**config.mk**
```make
export PLATFORM = sky130hd
export DESIGN_NAME = spm_product_collector
export DESIGN_NICKNAME = d
export VERILOG_FILES = /design/src/rtl/spm_product_collector.sv
export SDC_FILE = /design/constraint.sdc
export NUM_CORES = 1
export LEC_CHECK = 0
export ABC_CLOCK_PERIOD_IN_PS = 5900
export CAP_MARGIN = 20
export CORE_ASPECT_RATIO = 1.1
export CORE_MARGIN = 10
export CORE_UTILIZATION = 56
export CTS_BUF_LIST = sky130_fd_sc_hd__clkbuf_4 sky130_fd_sc_hd__clkbuf_8
export CTS_CLUSTER_SIZE = 12
export DETAILED_ROUTE_END_ITERATION = 12
export HOLD_SLACK_MARGIN = 0.02
export PLACE_DENSITY = 0.78
export RECOVER_POWER = 100
export SLEW_MARGIN = 20
export SYNTH_ARGS = -nofsm -noshare
export SYNTH_HDL_FRONTEND = slang
export SYNTH_SLANG_ARGS = --single-unit
```
**constraint.sdc**
```tcl
create_clock -name clk -period 5.9 [get_ports clk]
set_clock_uncertainty 0.05 [all_clocks]
set_input_delay 0.59 -clock clk [delete_from_list [all_inputs] [get_ports clk]]
set_output_delay 0.59 -clock clk [all_outputs]
set_load 0.01 [all_outputs]
```
**src/rtl/spm_product_collector.sv**
```systemverilog
`default_nettype none
// ============================================================================
// Module   : spm_product_collector
// Brief    : Collects the LSB-first serial product of the SPM core into a
//            2*WIDTH-bit parallel word and offers it with valid/ready.
// Revision : 1.0 - initial release
// ============================================================================
module spm_product_collector #(
  parameter int WIDTH = 32
) (
  input  logic               clk,
  input  logic               rst,
  input  logic               start,
  input  logic               p_serial,
  input  logic               ready,
  output logic [2*WIDTH-1:0] product,
  output logic               valid,
  output logic               busy
);

  localparam int c_pw = 2 * WIDTH;
  localparam int c_cw = $clog2(c_pw);
  localparam logic [c_cw-1:0] c_last = c_cw'(c_pw - 1);
  localparam logic [c_cw-1:0] c_one  = c_cw'(1);

  typedef enum logic [1:0] {
    S_IDLE  = 2'd0,
    S_SHIFT = 2'd1,
    S_DONE  = 2'd2
  } state_t;

  state_t          r_state;
  state_t          w_state_nxt;
  logic [c_cw-1:0] r_cnt;
  logic [c_cw-1:0] w_cnt_nxt;
  logic [c_pw-1:0] r_sr;
  logic [c_pw-1:0] w_sr_nxt;
  logic [c_pw-1:0] w_shifted;
  logic [c_pw-1:0] r_product;
  logic            r_valid;
  logic            r_busy;
  logic            w_load;

  // New bit enters at the top; after c_pw shifts bit k sits at position k.
  assign w_shifted = {p_serial, r_sr[c_pw-1:1]};

  always_comb begin
    w_state_nxt = r_state;
    w_cnt_nxt   = r_cnt;
    w_sr_nxt    = r_sr;
    w_load      = 1'b0;
    case (r_state)
      S_IDLE: begin
        if (start) begin
          w_state_nxt = S_SHIFT;
          w_cnt_nxt   = '0;
          w_sr_nxt    = '0;
        end
      end
      S_SHIFT: begin
        if (start) begin
          // Restart: the bit presented alongside start is dropped.
          w_cnt_nxt = '0;
          w_sr_nxt  = '0;
        end else if (r_cnt == c_last) begin
          w_load      = 1'b1;
          w_state_nxt = S_DONE;
          w_cnt_nxt   = r_cnt + c_one;
          w_sr_nxt    = w_shifted;
        end else begin
          w_cnt_nxt = r_cnt + c_one;
          w_sr_nxt  = w_shifted;
        end
      end
      S_DONE: begin
        if (ready) begin
          if (start) begin
            w_state_nxt = S_SHIFT;
            w_cnt_nxt   = '0;
            w_sr_nxt    = '0;
          end else begin
            w_state_nxt = S_IDLE;
          end
        end
      end
      default: begin
        w_state_nxt = S_IDLE;
      end
    endcase
  end

  always_ff @(posedge clk or posedge rst) begin
    if (rst) begin
      r_state   <= S_IDLE;
      r_cnt     <= '0;
      r_sr      <= '0;
      r_product <= '0;
      r_valid   <= 1'b0;
      r_busy    <= 1'b0;
    end else begin
      r_state <= w_state_nxt;
      r_cnt   <= w_cnt_nxt;
      r_sr    <= w_sr_nxt;
      if (w_load) begin
        r_product <= w_shifted;
      end
      // Flags are decoded from the next state so they line up with it.
      r_valid <= (w_state_nxt == S_DONE);
      r_busy  <= (w_state_nxt == S_SHIFT);
    end
  end

  assign product = r_product;
  assign valid   = r_valid;
  assign busy    = r_busy;

endmodule
`default_nettype wire

```
Word-level counts from Yosys, hierarchy flattened
Cells that the tools add are included.
{ "word_totals": {"ramBits": 0, "word_cells": 33, "latchBits": 0, "romBits": 0, "memories": 0, "register_bits": 138} }
{ "op_classes": {"order_cmp": 0, "div": 0, "n_bitwise": 0, "muxes": 17, "n_eq_ne": 6, "n_shift": 0, "n_addsub": 1, "reduce_logical": 3, "mul": 0} }
{ "op_table": {"columns": ["operator", "count"], "rows": [
  ["64-bit two-way mux", 3],
  ["64-bit case mux with 3 select lines", 1],
  ["6-bit two-way mux", 3],
  ["6-bit case mux with 3 select lines", 1],
  ["2-bit two-way mux", 4],
  ["6-bit by 1-bit adder with 6-bit output, second input constant", 1],
  ["6-bit equality test, second input constant", 1],
  ["2-bit case mux with 3 select lines", 1],
  ["2-bit by 1-bit equality test with 1-bit output, second input constant", 2],
  ["2-bit equality test, second input constant", 2],
  ["1-bit two-way mux", 4],
  ["3-bit nonzero test", 1],
  ["2-bit logical NOT", 1],
  ["2-bit != test, second input constant", 1],
  ["2-bit AND reduction", 1]
]} }

Logic depth before layout (Yosys ltp)
Gate-level depths: netlist (run 1).
{ "logic_depth": {"ltp_word": 5, "depth_mapped": 6} }

Least setup slack after synthesis (run 1)
No wires, ideal clock.
{ "synth_timing": {"path_type": "input -> register", "start": "input start", "end": "register r_product[10], in the netlist product[10]", "setup_slack_ps": 3850, "t_arrival_ps": 1873, "setup_time_ps": 127, "required_ps": 5723, "cell_stages": 5, "cell_sequence": "or3b_1 > nor3_2 > buf_4 > buf_6 > mux2_1"} }
{ "synth_via": {"elab_chain_cells": 2} }
{ "synth_lines": {"columns": ["element", "line_no", "source"], "rows": [
  ["start: declaration", "13", "input logic start,"],
  ["1-bit two-way mux", "61", "if (start) begin"],
  ["1-bit two-way mux", "52", "case (r_state)"],
  ["end signal: assignment", "105", "r_product <= w_shifted;"],
  ["end: declaration", "39", "logic [c_pw-1:0] r_product;"]
]} }
No other way between the ends.
A chain may end at the register's enable or synchronous reset.

Final worst setup path (run 1)
{ "layout_timing": {"start": "input start", "end": "register r_product[52], in the netlist product[52]"} }
The elaborated chain is that of the path after synthesis.

==> results of run 1 <==
-- routing by layer --
metal  share of wire  global-route usage  vias up
li1                -                   -     1335
met1            0.44               0.185     1558
met2            0.49               0.228       65
met3           0.061              0.0548       14
met4           0.015              0.0619        0
met5               0                   0        -
-- stage by stage --
step	util	total power [mW]	instance area, µm²	hold WS (ns)	cells
4_1_cts	0.708	1.78	6250	0.443	520
3_5_place_dp	0.661	1.00	5840	0.425	489
3_3_place_gp	0.661	0.998	5840	0.416	489
5_1_grt	0.705	1.83	6220	0.445	520
2_1_floorplan	-	0.988	5060	0.415	321
6_report	0.705	1.76	6220	0.430	520
-- synth_stat cells, drive strengths merged --
cell,number,area (µm²)
dfrtp,137,3430
mux2,65,732
a22o,64,561
clkbuf,12,45.0
buf,10,75.1
nor2,6,22.5
inv,4,15.0
a221oi,3,26.3
nand2,3,11.3
nand3,3,15.0
mux2i,2,20.0
o32ai,2,17.5
a21o,1,7.51
a221o,1,10.0
ha,1,12.5
nand2b,1,6.26
nor3,1,10.0
nor3b,1,7.51
o211a,1,10.0
o2bb2ai,1,8.76
or2,1,6.26
or3b,1,8.76
-- cell families (layout without fill, tap and decap cells) --
family	after synthesis	in the layout	synth area share
multiplexers	67	67	0.149
AO/OA/AOI/OAI	73	73	0.127
flip-flops	137	137	0.678
adder cells (fa/ha/maj)	1	1	0.00247
buffers and inverters	26	111	0.0267
AND/OR/NAND/NOR	17	17	0.0173
-- worst register-to-register path: cells and delay by family, from the launching register on --
family | cells | cell delay [ns]
mux | 1 | 0.47
buf+inv | 1 | 1.68
flops | 1 | 0.45
simple gates | 2 | 0.67
-- sequential cells by signal (all words and copies together) (netlist names) --
signal / count
r_cnt: 6
valid: 1
r_state: 2
busy: 1
r_sr: 63
product: 64
-- how the worst min path moves through the flow --
stage | start | to | slack, ns | cells after the start
floorplan | r_sr[1]$_DFFE_PP0P_ | product[0]$_DFFE_PP0P_ | 0.41 | 1
global placement | product[22]$_DFFE_PP0P_ | product[22]$_DFFE_PP0P_ | 0.42 | 1
detailed placement | product[18]$_DFFE_PP0P_ | product[18]$_DFFE_PP0P_ | 0.43 | 1
CTS | product[18]$_DFFE_PP0P_ | product[18]$_DFFE_PP0P_ | 0.44 | 1
global route | product[18]$_DFFE_PP0P_ | product[18]$_DFFE_PP0P_ | 0.44 | 1
finish | product[30]$_DFFE_PP0P_ | product[30]$_DFFE_PP0P_ | 0.43 | 1
-- power by group --
| group | switching (mW) | total, mW | leakage (nW) | internal (mW) |
|---|---|---|---|---|
| clock | 0.345 | 0.781 | 0.202 | 0.437 |
| sequential | 0.00293 | 0.945 | 1.90 | 0.942 |
| combinational | 0.0275 | 0.0354 | 1.15 | 0.00798 |
| total | 0.375 | 1.76 | 3.25 | 1.39 |
-- final cells by class --
cell class | count | area (µm²)
Fill cell | 659 | 2610
Tap cell | 114 | 143
Clock inverter | 11 | 149
Sequential cell | 137 | 3430
Multi-Input combinational cell | 158 | 1490
Timing Repair Buffer | 76 | 734
Inverter | 4 | 16.3
Clock buffer | 20 | 263
==> metrics.cfg, run 1 <==
[worst_setup_path]
crit_arrival_ns = 4.00
endpoint = product[52]$_DFFE_PP0P_
startpoint = start
r2r-start = r_state[1]$_DFF_PP0_
cp_data_required_time_ns = 6.15
path_max_fanout = 43
worstPathCellList = dlygate4sd3_1, or3b_1, nor3_1, clkbuf_1, mux2_2
cp_top_family = buffers and inverters
regToRegEndpoint = product[52]$_DFFE_PP0P_
slowest_stage = clkbuf_1
startpoint_type = input port
critical_path_class = in2reg
path_depth = 5
reg2reg_slack_ns = 2.48
worstRegToRegCells = 4
worst-path-buf-inv = 2
crit_path_end_kind = flop
cpPeakStageDelay_ns = 1.68

[floorplan]
die_x_um = 111
die_area_um2 = 13200
core_area_um2 = 8830
rows = 36
die_h_um = 120
ios = 71
start_util = 0.573

[sta]
maxSlewViolCount = 189
setup_slack_ns = 2.15
relSlewSlack = -1.48
timing.setup.tns_ns = 0
fin_crit_ns = 3.75
rsz0062_at_grt = false
setup_viol = 0
final_hold_viol_count = 0
fmax_mhz = 266
post-route-period-util = 0.636
worst_pin_slew_ns = 3.71

[place]
hpwl_um = 6050
gp_congestion = 0.729
place_ws_ns = 3.04
portBuffers = 70

[route]
drt_iter0_markers = 123
wirelength_um = 9440
wl_per_cell_um = 18.2
viasPerCell = 5.72
antenna_left = 0
drcViolationCount = 0
first_pass_iters = 4
num_vias = 2972

[min_path]
hp-class = reg2reg

[clock_network]
hold_buffers = 0
ctsResizeCount = 0
htreeDepth = 4
clockBufferDepth = 2
cts_made_buffers = 17
cts_root_buf = clkbuf_8
clock-sinks = 137
clock_latency_ns = 0.42
cts_setup_buffers = 0
cts_tree = built
path_clk_slew_ns = 0.07

[grt]
grt_max_degree = 90
grt_pass1_vias = 3236
grt_use_total = 0.148
grt_pass1_wl_um = 16500
overflow = 0
antenna_found_initial = 0

[synthesis]
synthesis.area_um2 = 5060
ys_ff_latch = 137
synth_cells = 321
synthesis.nets = 327
avgSynthCellArea_um2 = 15.8
yosys_warnings = 0
synth_cell_types = 26
yosysSeqAreaShare = 0.678

[final_layout]
diodes = 0
mostFrequentLayoutCell = dfrtp_1
nets = 400
layout-drive-gt1-share = 0.155
area_delta_synth_final_pct = 23.0
final_cell_mix = 137 x dfrtp_1, 67 x dlygate4sd3_1, 64 x a22o_1

[job]
cap_viol_max_count = 4

[run_status]
violations = max-capacitance violations, max-slew violations
status = finished with violations

[power]
p_leak_nw = 3.25
max-vdd-ir-drop_uv = 183
powerDensity_nw_per_um2 = 283

Note: power is estimated with default switching activity, not from simulation.
==> inputs of run 2 (changes only) <==
ABC_CLOCK_PERIOD_IN_PS = 3780   (was 5900)
clock period = 3.78 ns   (was 5.9 ns; I/O delays follow)
==> run 2 against run 1 <==
  * The run still ends with max-capacitance violations, max-slew violations left
  * Largest power group unchanged
  * Final cell count is 0.38% higher
  * Clock-buffer cell count is 2 lower
  * Clock power is 57% higher
  * Flip-flop and latch count stayed put
  * Die area stayed put
==> metrics.cfg, run 2 (synthesized netlist as in run 1, its figures left out) <==
[worst_setup_path]
slowest_stage = a21o_1
startpoint = start
worst-path-buf-inv = 2
critical_path_class = in2reg
cpPeakStageDelay_ns = 0.85
crit_path_end_kind = flop
cp_top_family = buffers and inverters
r2r-start = r_state[0]$_DFF_PP0_
crit_arrival_ns = 3.00
startpoint_type = input port
worstPathCellList = clkdlybuf4s50_1, nor2_1, a21o_1, clkbuf_1, a22o_1
path_max_fanout = 34
cp_data_required_time_ns = 4.08

[clock_network]
cts_setup_buffers = 0
cts_made_buffers = 17
cts_tree = built
clock_latency_ns = 0.42
htreeDepth = 4
path_clk_slew_ns = 0.07
hold_buffers = 0
cts_root_buf = clkbuf_8
clockBufferDepth = 2
clock-sinks = 137
ctsResizeCount = 0

[floorplan]
die_area_um2 = 13200
rows = 36
die_h_um = 120
core_area_um2 = 8830
start_util = 0.573
die_x_um = 111
ios = 71

[grt]
grt_max_degree = 138
antenna_found_initial = 0
grt_pass1_vias = 3142
grtUsageMet1 = 0.186
grt_use_total = 0.147
grt_pass1_wl_um = 16200
use_met2 = 0.219
met3_usage = 0.0613
busiest_layer = met2
overflow = 0

[sta]
fin_crit_ns = 2.70
relSlewSlack = -0.170
rsz0062_at_grt = false
timing.setup.tns_ns = 0
setup_viol = 0
post-route-period-util = 0.715
maxSlewViolCount = 138
fmax_mhz = 370
final_hold_viol_count = 0
worst_pin_slew_ns = 1.76

[run_status]
violations = max-capacitance violations, max-slew violations
status = finished with violations

[power]
max-vdd-ir-drop_uv = 245
p_leak_nw = 3.25
p_clk_frac = 0.445
swShare = 0.222
switching_power_mw = 0.611
pwr-share-comb = 0.020
p_int_mw = 2.15
power.share.sequential = 0.535
powerDensity_nw_per_um2 = 442

[route]
drcViolationCount = 0
viasPerCell = 5.72
wirelength_um = 9480
wl_per_cell_um = 18.2
drt_iter0_markers = 120
antenna_left = 0
first_pass_iters = 5
num_vias = 2988

[place]
dp_cells = 490
gp_congestion = 0.739
portBuffers = 70
hpwl_um = 5980

[final_layout]
layout-drive-gt1-share = 0.162
final_cell_mix = 137 x dfrtp_1, 67 x dlygate4sd3_1, 64 x a22o_1
largest_reg_flops = 64
mostFrequentLayoutCell = dfrtp_1
fin_util = 0.706
nets = 401
n_fill_cell = 646
layout.cells.non_filler = 522
area_delta_synth_final_pct = 23.3
diodes = 0

[min_path]
min-delay-start = product[20]$_DFFE_PP0P_
hp-class = reg2reg

[job]
cap_viol_max_count = 1

## run 2: stage by stage
step	instance area (µm²)	hold WS (ns)	power [mW]	worst slack [ns]
after global placement	5860	0.417	1.56	1.32
final	6230	0.431	2.76	1.08
after CTS	6270	0.442	2.79	1.64
after global routing	6230	0.453	2.86	0.838
after floorplan	5060	0.415	1.54	1.64
after detailed placement	5860	0.425	1.56	1.21
## run 2: worst paths after layout
check,cells past startpoint,end,slack (ns)
setup / recovery,5,r_sr[41]$_DFFE_PP0P_,1.08
min in group asynchronous,3,product[19]$_DFFE_PP0P_,1.07
max in group asynchronous,3,r_sr[49]$_DFFE_PP0P_,1.55
hold reg to reg,1,product[20]$_DFFE_PP0P_,0.43
hold / removal,1,product[20]$_DFFE_PP0P_,0.43
setup reg to reg,4,r_sr[41]$_DFFE_PP0P_,1.09
## run 2: per-layer routing
metal / up-vias / part of all wire
met4: 0 / 0.010
met3: 9 / 0.072
met1: 1572 / 0.43
li1: 1338 / -
met5: - / 0
met2: 69 / 0.49
## run 2: layout make-up
type                            count  area [µm²]  area share
Clock buffer                       18         241      0.0387
Clock inverter                     14         173      0.0277
Inverter                            4        18.8     0.00301
Multi-Input combinational cell    158        1490       0.239
Sequential cell                   137        3430       0.550
Tap cell                          114         143      0.0229
Timing Repair Buffer               77         743       0.119
## run 2: power by group through the flow
| stage | clock network, mW | logic, mW | registers [mW] |
|---|---|---|---|
| 2_1_floorplan | 0 | 0.0406 | 1.50 |
| 3_3_place_gp | 0 | 0.0585 | 1.50 |
| 3_5_place_dp | 0 | 0.0606 | 1.50 |
| 4_1_cts | 1.26 | 0.0609 | 1.47 |
| 5_1_grt | 1.32 | 0.0642 | 1.47 |
| 6_report | 1.23 | 0.0551 | 1.47 |
==> inputs of run 3 (changes only) <==
ABC_CLOCK_PERIOD_IN_PS = 2250   (was 3780)
CORE_UTILIZATION = 51   (was 56)
PLACE_DENSITY = 0.74   (was 0.78)
clock period = 2.25 ns   (was 3.78 ns; I/O delays follow)
==> run 3 against run 2 <==
  * The run still ends with max-capacitance violations, max-slew violations left
  * Via count shrank 1.5%
  * Core utilization shrank 6.2 points
  * Combinational power grew 72%
  * Clock power grew 76%
  * Final cell count grew 1.1%
  * Wire length is essentially flat
  * Critical path depth shrank 1
  * Non-clock buffer count grew 1
  * Register-to-register slack lost 0.89 ns
  * Cell area grew 1.2%
  * Global-route usage shrank 0.53 points
  * Critical endpoint is now product[12]$_DFFE_PP0P_
  * Largest cell class unchanged
  * Highest routed layer unchanged
==> metrics.cfg, run 3 (synthesized netlist as in run 1, its figures left out) <==
[clock_network]
clock-sinks = 137
path_clk_slew_ns = 0.07
cts_made_buffers = 17
cts_tree = built
htreeDepth = 4
ctsResizeCount = 0
cts_setup_buffers = 0
clock_latency_ns = 0.42
cts_root_buf = clkbuf_8
clockBufferDepth = 2
hold_buffers = 0

[place]
hpwl_um = 5830
place_area_um2 = 5910
portBuffers = 70
gp_congestion = 0.688

[worst_setup_path]
startpoint = r_state[0]$_DFF_PP0_
startpoint_type = flop
crit_arrival_ns = 2.30
worstPathCellList = or3b_1, nor3_4, clkbuf_4, mux2_1
path_max_fanout = 20
endpoint = product[12]$_DFFE_PP0P_
slowest_stage = or3b_1
r2r-start = r_state[0]$_DFF_PP0_
critical_path_class = reg2reg
cp_data_required_time_ns = 2.51
crit_path_end_kind = flop
reg2reg_slack_ns = 0.20
cpPeakStageDelay_ns = 0.44
worstRegToRegCells = 4
regToRegEndpoint = product[12]$_DFFE_PP0P_

[grt]
grt_pass1_vias = 3241
grt_pass1_wl_um = 16600
antenna_found_initial = 0
overflow = 0
grt_max_degree = 138
grt_use_total = 0.141

[min_path]
worstHoldPathCells = 2
hp-class = in2reg

[route]
wl_per_cell_um = 17.9
drt_iter0_markers = 167
drcViolationCount = 0
antenna_left = 0
viasPerCell = 5.57
num_vias = 2943
first_pass_iters = 4
wirelength_um = 9480

[sta]
final_hold_viol_count = 0
maxSlewViolCount = 138
timing.setup.tns_ns = 0
fmax_mhz = 488
setup_viol = 0
fin_crit_ns = 2.05
post-route-period-util = 0.910
relSlewSlack = -0.103
rsz0062_at_grt = false
worst_pin_slew_ns = 1.66

[final_layout]
diodes = 0
final_cell_mix = 137 x dfrtp_1, 66 x dlygate4sd3_1, 64 x a22o_1
layout-drive-gt1-share = 0.172
mostFrequentLayoutCell = dfrtp_1
area_delta_synth_final_pct = 24.8
nets = 402
fin_area_um2 = 6310
largest_reg_flops = 64

[floorplan]
rows = 38
core_area_um2 = 9790
die_h_um = 124
ios = 71
start_util = 0.516
die_x_um = 115
die_area_um2 = 14300

[run_status]
violations = max-capacitance violations, max-slew violations
status = finished with violations

[power]
powerDensity_nw_per_um2 = 750
p_leak_nw = 3.29
max-vdd-ir-drop_uv = 458

[job]
cap_viol_max_count = 1

==> run 3: metal layers <==
layer	wire length, µm	part of all wire	vias up	GRT usage
met3	709	0.075	9	0.0641
li1	-	-	1335	-
met4	94	0.0099	0	0.0459
met1	4090	0.43	1530	0.181
met2	4580	0.48	69	0.208
met5	0	0	-	0
==> run 3: metrics by stage <==
stage	power, mW	cells	utilization	hold WS [ns]	setup WS (ns)
6_report	4.73	528	0.644	0.399	0.203
5_1_grt	4.91	528	0.644	0.401	0.0894
4_1_cts	4.79	528	0.648	0.355	0.237
3_5_place_dp	2.63	497	0.604	0.427	0.0118
3_3_place_gp	2.63	497	0.604	0.416	0.0276
2_1_floorplan	2.59	321	-	0.273	0.268
==> run 3: how the worst min path moves through the flow <==
| stage | start | end | slack (ns) |
|---|---|---|---|
| floorplan | ready | r_state[1]$_DFF_PP0_ | 0.27 |
| global placement | product[21]$_DFFE_PP0P_ | product[21]$_DFFE_PP0P_ | 0.42 |
| detailed placement | product[27]$_DFFE_PP0P_ | product[27]$_DFFE_PP0P_ | 0.43 |
| CTS | rst | product[16]$_DFFE_PP0P_ | 0.36 |
| global route | p_serial | r_sr[63]$_DFFE_PP0P_ | 0.40 |
| finish | p_serial | r_sr[63]$_DFFE_PP0P_ | 0.40 |
==> run 3: where the power goes <==
group | total, mW | switching, mW | internal (mW)
combinational | 0.0946 | 0.0736 | 0.0209
sequential | 2.48 | 0.00765 | 2.47
clock | 2.16 | 0.904 | 1.26
total | 4.73 | 0.986 | 3.75
==> run 3: critical path: cells and delay by family, from the launching register on <==
kind                   cells  cell delay [ns]
AND/OR/NAND/NOR            2             0.70
flip-flops                 1             0.43
buffers and inverters      1             0.37
multiplexers               1             0.36
==> run 3: layout make-up <==
| cell class | count | area (µm²) |
|---|---|---|
| clock buffer | 20 | 263 |
| clock inverter | 11 | 171 |
| fill | 732 | 3480 |
| inverter | 4 | 18.8 |
| multi-input combinational | 158 | 1500 |
| sequential | 137 | 3430 |
| tap | 120 | 150 |
| timing repair buffer | 78 | 778 |
